`config.mk`:
```
export PLATFORM = sky130hd
export DESIGN_NAME = rhythm_input_gate
export DESIGN_NICKNAME = d
export VERILOG_FILES = /design/src/rtl/rhythm_input_gate.sv
export SDC_FILE = /design/constraint.sdc
export NUM_CORES = 1
export LEC_CHECK = 0
export ABC_CLOCK_PERIOD_IN_PS = 3100
export BUFFER_PORTS_ARGS = -buffer_cell sky130_fd_sc_hd__clkbuf_2
export CAP_MARGIN = 20
export CORE_MARGIN = 8
export CORE_UTILIZATION = 46
export CTS_CLUSTER_DIAMETER = 150
export DETAILED_ROUTE_END_ITERATION = 6
export PLACE_DENSITY = 0.83
export REMOVE_ABC_BUFFERS = 1
export SKIP_CTS_REPAIR_TIMING = 1
export SLEW_MARGIN = 20
export SYNTH_ARGS = -nofsm -noshare
export SYNTH_HDL_FRONTEND = slang
export SYNTH_SLANG_ARGS = --single-unit
```
`constraint.sdc`:
```
create_clock -name Clk -period 3.1 [get_ports Clk]
set_clock_uncertainty 0.1 [all_clocks]
set_input_delay 0.31 -clock Clk [delete_from_list [all_inputs] [get_ports Clk]]
set_output_delay 0.31 -clock Clk [all_outputs]
set_load 0.02 [all_outputs]
```
`src/rtl/rhythm_input_gate.sv`:
```
`default_nettype none
// ============================================================================
//  Module   : rhythm_input_gate
//  Purpose  : Input conditioner for the player-animation FSM. Debounces the
//             HID J/K keycodes, tracks the beat phase, qualifies each J press
//             as on-beat (hit) or off-beat (miss), drives PunchEN and keeps a
//             consecutive-hit combo count.
//  Ports    : Clk, Reset (sync, active-high), tick (frame strobe),
//             keycode[7:0] -> J_Press, K_Press, PunchEN, beat, hit, miss,
//             combo[7:0]
//  Config   : RHYTHM_COMBO_EN - defined: combo counter present;
//             undefined: combo tied to 8'd0.
//  Revision : 1.0 - initial release
// ============================================================================
module rhythm_input_gate #(
   parameter int BEAT_TICKS = 30,
   parameter int WINDOW     = 4,
   parameter int DEB_TICKS  = 2
) (
   input  logic       Clk,
   input  logic       Reset,
   input  logic       tick,
   input  logic [7:0] keycode,
   output logic       J_Press,
   output logic       K_Press,
   output logic       PunchEN,
   output logic       beat,
   output logic       hit,
   output logic       miss,
   output logic [7:0] combo
);

   localparam int         c_cw     = $clog2(DEB_TICKS + 1);
   localparam logic [c_cw-1:0] c_deb_last = c_cw'(DEB_TICKS - 1);
   localparam logic [7:0] c_key_j  = 8'h0D;
   localparam logic [7:0] c_key_k  = 8'h0E;
   localparam logic [7:0] c_last   = 8'(BEAT_TICKS - 1);
   localparam logic [7:0] c_win    = 8'(WINDOW);
   localparam logic [7:0] c_open   = 8'(BEAT_TICKS - WINDOW);

   logic [c_cw-1:0] r_jcnt, r_kcnt, w_jcnt_nxt, w_kcnt_nxt;
   logic            r_jfilt, r_kfilt, w_jfilt_nxt, w_kfilt_nxt;
   logic [7:0]      r_phase;
   logic            r_hitflag, r_punch, r_beat, r_hit, r_miss;
   logic            w_raw_j, w_raw_k, w_inwin, w_close, w_jrise, w_hit, w_miss;

   // Returns {filtered_next, counter_next}. Only called when tick is high.
   function automatic logic [c_cw:0] deb_step(input logic raw, input logic filt,
                                               input logic [c_cw-1:0] cnt);
      logic            f;
      logic [c_cw-1:0] c;
      f = filt;
      c = '0;
      if (raw != filt) begin
         if (cnt == c_deb_last) begin
            f = raw;
         end else begin
            c = cnt + 1'b1;
         end
      end
      return {f, c};
   endfunction

   assign w_raw_j = (keycode == c_key_j);
   assign w_raw_k = (keycode == c_key_k);

   always_comb begin
      {w_jfilt_nxt, w_jcnt_nxt} = {r_jfilt, r_jcnt};
      {w_kfilt_nxt, w_kcnt_nxt} = {r_kfilt, r_kcnt};
      if (tick) begin
         {w_jfilt_nxt, w_jcnt_nxt} = deb_step(w_raw_j, r_jfilt, r_jcnt);
         {w_kfilt_nxt, w_kcnt_nxt} = deb_step(w_raw_k, r_kfilt, r_kcnt);
      end
   end

   // Window and press qualification use the phase before this tick's increment.
   assign w_inwin = (r_phase <= c_win) || (r_phase >= c_open);
   assign w_close = tick && (r_phase == c_win);
   assign w_jrise = ~r_jfilt & w_jfilt_nxt;
   assign w_hit   = w_jrise & w_inwin & ~r_hitflag;
   // A hit landing on the close tick fills the window, so no empty-window miss.
   assign w_miss  = (w_jrise & ~w_hit) | (w_close & ~r_hitflag & ~w_hit);

   always_ff @(posedge Clk) begin
      if (Reset) begin
         r_jcnt    <= '0;
         r_kcnt    <= '0;
         r_jfilt   <= 1'b0;
         r_kfilt   <= 1'b0;
         r_phase   <= 8'd0;
         r_hitflag <= 1'b0;
         r_punch   <= 1'b0;
         r_beat    <= 1'b0;
         r_hit     <= 1'b0;
         r_miss    <= 1'b0;
      end else begin
         r_jcnt  <= w_jcnt_nxt;
         r_kcnt  <= w_kcnt_nxt;
         r_jfilt <= w_jfilt_nxt;
         r_kfilt <= w_kfilt_nxt;
         r_hit   <= w_hit;
         r_miss  <= w_miss;
         r_beat  <= 1'b0;
         if (tick) begin
            if (r_phase == c_last) begin
               r_phase <= 8'd0;
               r_beat  <= 1'b1;
            end else begin
               r_phase <= r_phase + 8'd1;
            end
            if (w_close) begin
               r_hitflag <= 1'b0;
            end else if (w_hit) begin
               r_hitflag <= 1'b1;
            end
         end
         // PunchEN follows the qualification on a rise and drops with J.
         if (w_jrise) begin
            r_punch <= w_hit;
         end else begin
            r_punch <= r_punch & w_jfilt_nxt;
         end
      end
   end

`ifdef RHYTHM_COMBO_EN
   logic [7:0] r_combo;

   always_ff @(posedge Clk) begin
      if (Reset) begin
         r_combo <= 8'd0;
      end else if (w_miss) begin
         r_combo <= 8'd0;
      end else if (w_hit && (r_combo != 8'hFF)) begin
         r_combo <= r_combo + 8'd1;
      end
   end

   assign combo = r_combo;
`else
   assign combo = 8'd0;
`endif

   assign J_Press = r_jfilt;
   assign K_Press = r_kfilt;
   assign PunchEN = r_punch;
   assign beat    = r_beat;
   assign hit     = r_hit;
   assign miss    = r_miss;

endmodule
`default_nettype wire
```
==> impl_results.md <==
- Area contributors post-synth: dfxtp_1 39%, xor2_1 6.3%, buf_4 6.1%
- Fin crit share: 52.14%
- Crit-path slowest cell: a2111o_1
- PwrDens: 386.6 nW/um^2
- Share of layout cells above drive strength 1: 19.51%
- Routed length per instance: 12.95 um
- Post-layout nets: 138
- Diode count: 0
- Ports: 25
- Die outline height: 62.18 um
- CTS buffer count: 3
- First-pass GRT wire length: 3208 um
- Clock latency at the later pin of the worst-skew pair: 0.30 ns
- Number of distinct library cells after synthesis: 34
- Final setup vio count: 0
- Type of the tightest min-delay check: in2reg
- CTS max path bufs: 2
- Startpoint Class: register
- Clock transition at path regs: 0.11 ns
- Crit path capture type: register
- GR Overflow Total: 0
- Post-Route WL: 1943 um
- Setup WS pre-CTS: 1.364 ns
- Total Neg Setup Slack: 0 ns
- Worst path depth: 4
- CP max stage delay: 0.46 ns
- Initial Util: 49.49%
- Max reg flops: 8
- Syn_area_per_cell: 9.254 sq um
- # DRC: 0
- Fmax: 618.6 MHz
- Worst Hold Path Cells: 2
- CP Max Fanout: 7
- Leak: 0.4655 nW
- Synth Instances: 106
- Biggest regs: r_phase (8), r_jcnt (2), r_kcnt (2)
- H-tree levels: 1
- RePlAce Congestion: 0.8013
- First-pass DRT Iterations: 4
- Root Buffer: clkbuf_4
- Data arrival, critical path: 1.72 ns
- Die Wd: 62.18 um
- Most used DFF post-synth: dfxtp_1
- Die area: 3866 sq um
- Mapped Area: 980.9 sq um
- Largest net degree at the start of global routing: 17
- Area grow syn2layout: 10.20%
- Register-to-Register Path Depth: 4
- Top cell type's share of synthesized area: 38.78%
- Crit path buf inv count: 0
- Top post-synthesis cells by count: 19 x dfxtp_1, 11 x nor2_1, 8 x buf_4, 7 x xor2_1, 6 x inv_1
- Reg with most FFs: r_phase
- Count leader, synth: dfxtp_1
- Clock Sink Count: 19
- Total core area: 1982 sq um
- Final Slew Violations: 0
- Post-layout min period: 1.616 ns
- Final worst slack: 1.484 ns
- Setup CP Type: reg2reg
- Number of global-route vias before repair: 720
- Vias: 776
- Peak supply drop: 0.3405 mV
- Final cell count without fillers: 150
- DRT iter0 DRCs: 14
- Crit path cell chain: o211ai_1, and2_1, a2111o_1, o211a_1
- MaxCap Viol Count: 0
- Site Rows: 16
- Post-synthesis sequential area ratio: 38.78%
- Initial antenna violation count: 0
- Global Route Usage Sum: 9.705%
- DP HPWL: 1515 um
- Worst Path Required: 3.21 ns
- Synth area leader: dfxtp_1
- Outcome: completed
- CP top delay family: compound AO/OA/AOI/OAI gates
- CTS tree: yes
- I/O Buffers: 16
- Post-synth EDFFs: 0
- Placed insts: 146
- RSZ-0062 raised after global routing: false
- DRT antenna net count: 0
- YS warnings: 0
- Hold Vio Cnt, Final: 0
- DR vias/cell: 5.173
- Async SR Flop Fraction: 0%
- Synthesized flop and latch total: 19
## final timing paths
kind,start,to,slack [ns]
min reg2reg,r_kcnt[1],r_kcnt[1],0.41
min,Reset,J_Press,0.24
max,r_phase[1],miss,1.48
max reg2reg,r_phase[1],miss,1.48
## cell usage in the layout, fill, tap and decap left out, types with 2 or more instances in the layout
cell type / Yosys / layout
xor2_1: 7 / 7
nand3b_1: 4 / 4
o21ai_1: 2 / 2
and4_1: 2 / 2
or3_1: 2 / 2
inv_1: 6 / 6
nor3_1: 2 / 2
dfxtp_1: 19 / 19
o32ai_1: 3 / 3
nor2_1: 11 / 11
o22ai_1: 2 / 2
clkbuf_4: 0 / 3
nand3_1: 4 / 4
clkbuf_2: 0 / 16
xnor2_1: 2 / 2
o211a_1: 2 / 2
nand4_1: 3 / 3
ha_1: 3 / 3
nand2b_1: 2 / 2
conb_1: 1 / 8
nand2_1: 5 / 5
and2_1: 2 / 2
## area by class of cell
| class | instances | area [sq um] |
|---|---|---|
| fillers | 200 | 900.9 |
| multi-input cells | 78 | 536.8 |
| clock buffers | 3 | 22.52 |
| clock inverters | 1 | 5.005 |
| inverters | 6 | 22.52 |
| well taps | 27 | 33.78 |
| flip-flops and latches | 19 | 380.4 |
| repair buffers | 16 | 80.08 |
## routing by layer
metal / wire length, um / vias up / part of all wire, % / GRT usage (%)
met2: 929 / 20 / 48 / 15.91
met3: 137 / 2 / 7.1 / 4.659
met4: 13 / 0 / 0.67 / 2.624
met5: 0 / - / 0 / 0
li1: - / 396 / - / -
met1: 862 / 358 / 44 / 10.89
## power breakdown
group	total, mW	leakage, nW	switching (mW)	internal (mW)
Sequential	0.252	0.153	0.00497	0.247
Combinational	0.0419	0.294	0.0273	0.0146
Clock	0.124	0.0177	0.0761	0.0481
## cell families (layout without fill, tap and decap cells)
kind of cell	Yosys count	count (layout)	synth area share (%)
simple gates	42	42	25.89
flops	19	19	38.78
buf+inv	16	26	9.184
compound gates	15	15	12.88
xor+xnor	9	9	8.036
fa+ha+maj	3	3	3.827
other cells	1	8	0.3823
mux	1	1	1.020
## stage by stage
step           power [mW]  hold slack, ns  utilization [%]  area [sq um]
2_1_floorplan      0.2819          0.2818                -         939.7
3_3_place_gp       0.2967          0.3702            53.16          1054
3_5_place_dp       0.2990          0.3873            53.16          1054
4_1_cts            0.4231          0.2358            54.55          1081
5_1_grt            0.4381          0.2544            54.55          1081
6_report           0.4179          0.2422            54.55          1081
Note: power is estimated with default switching activity, not from simulation.
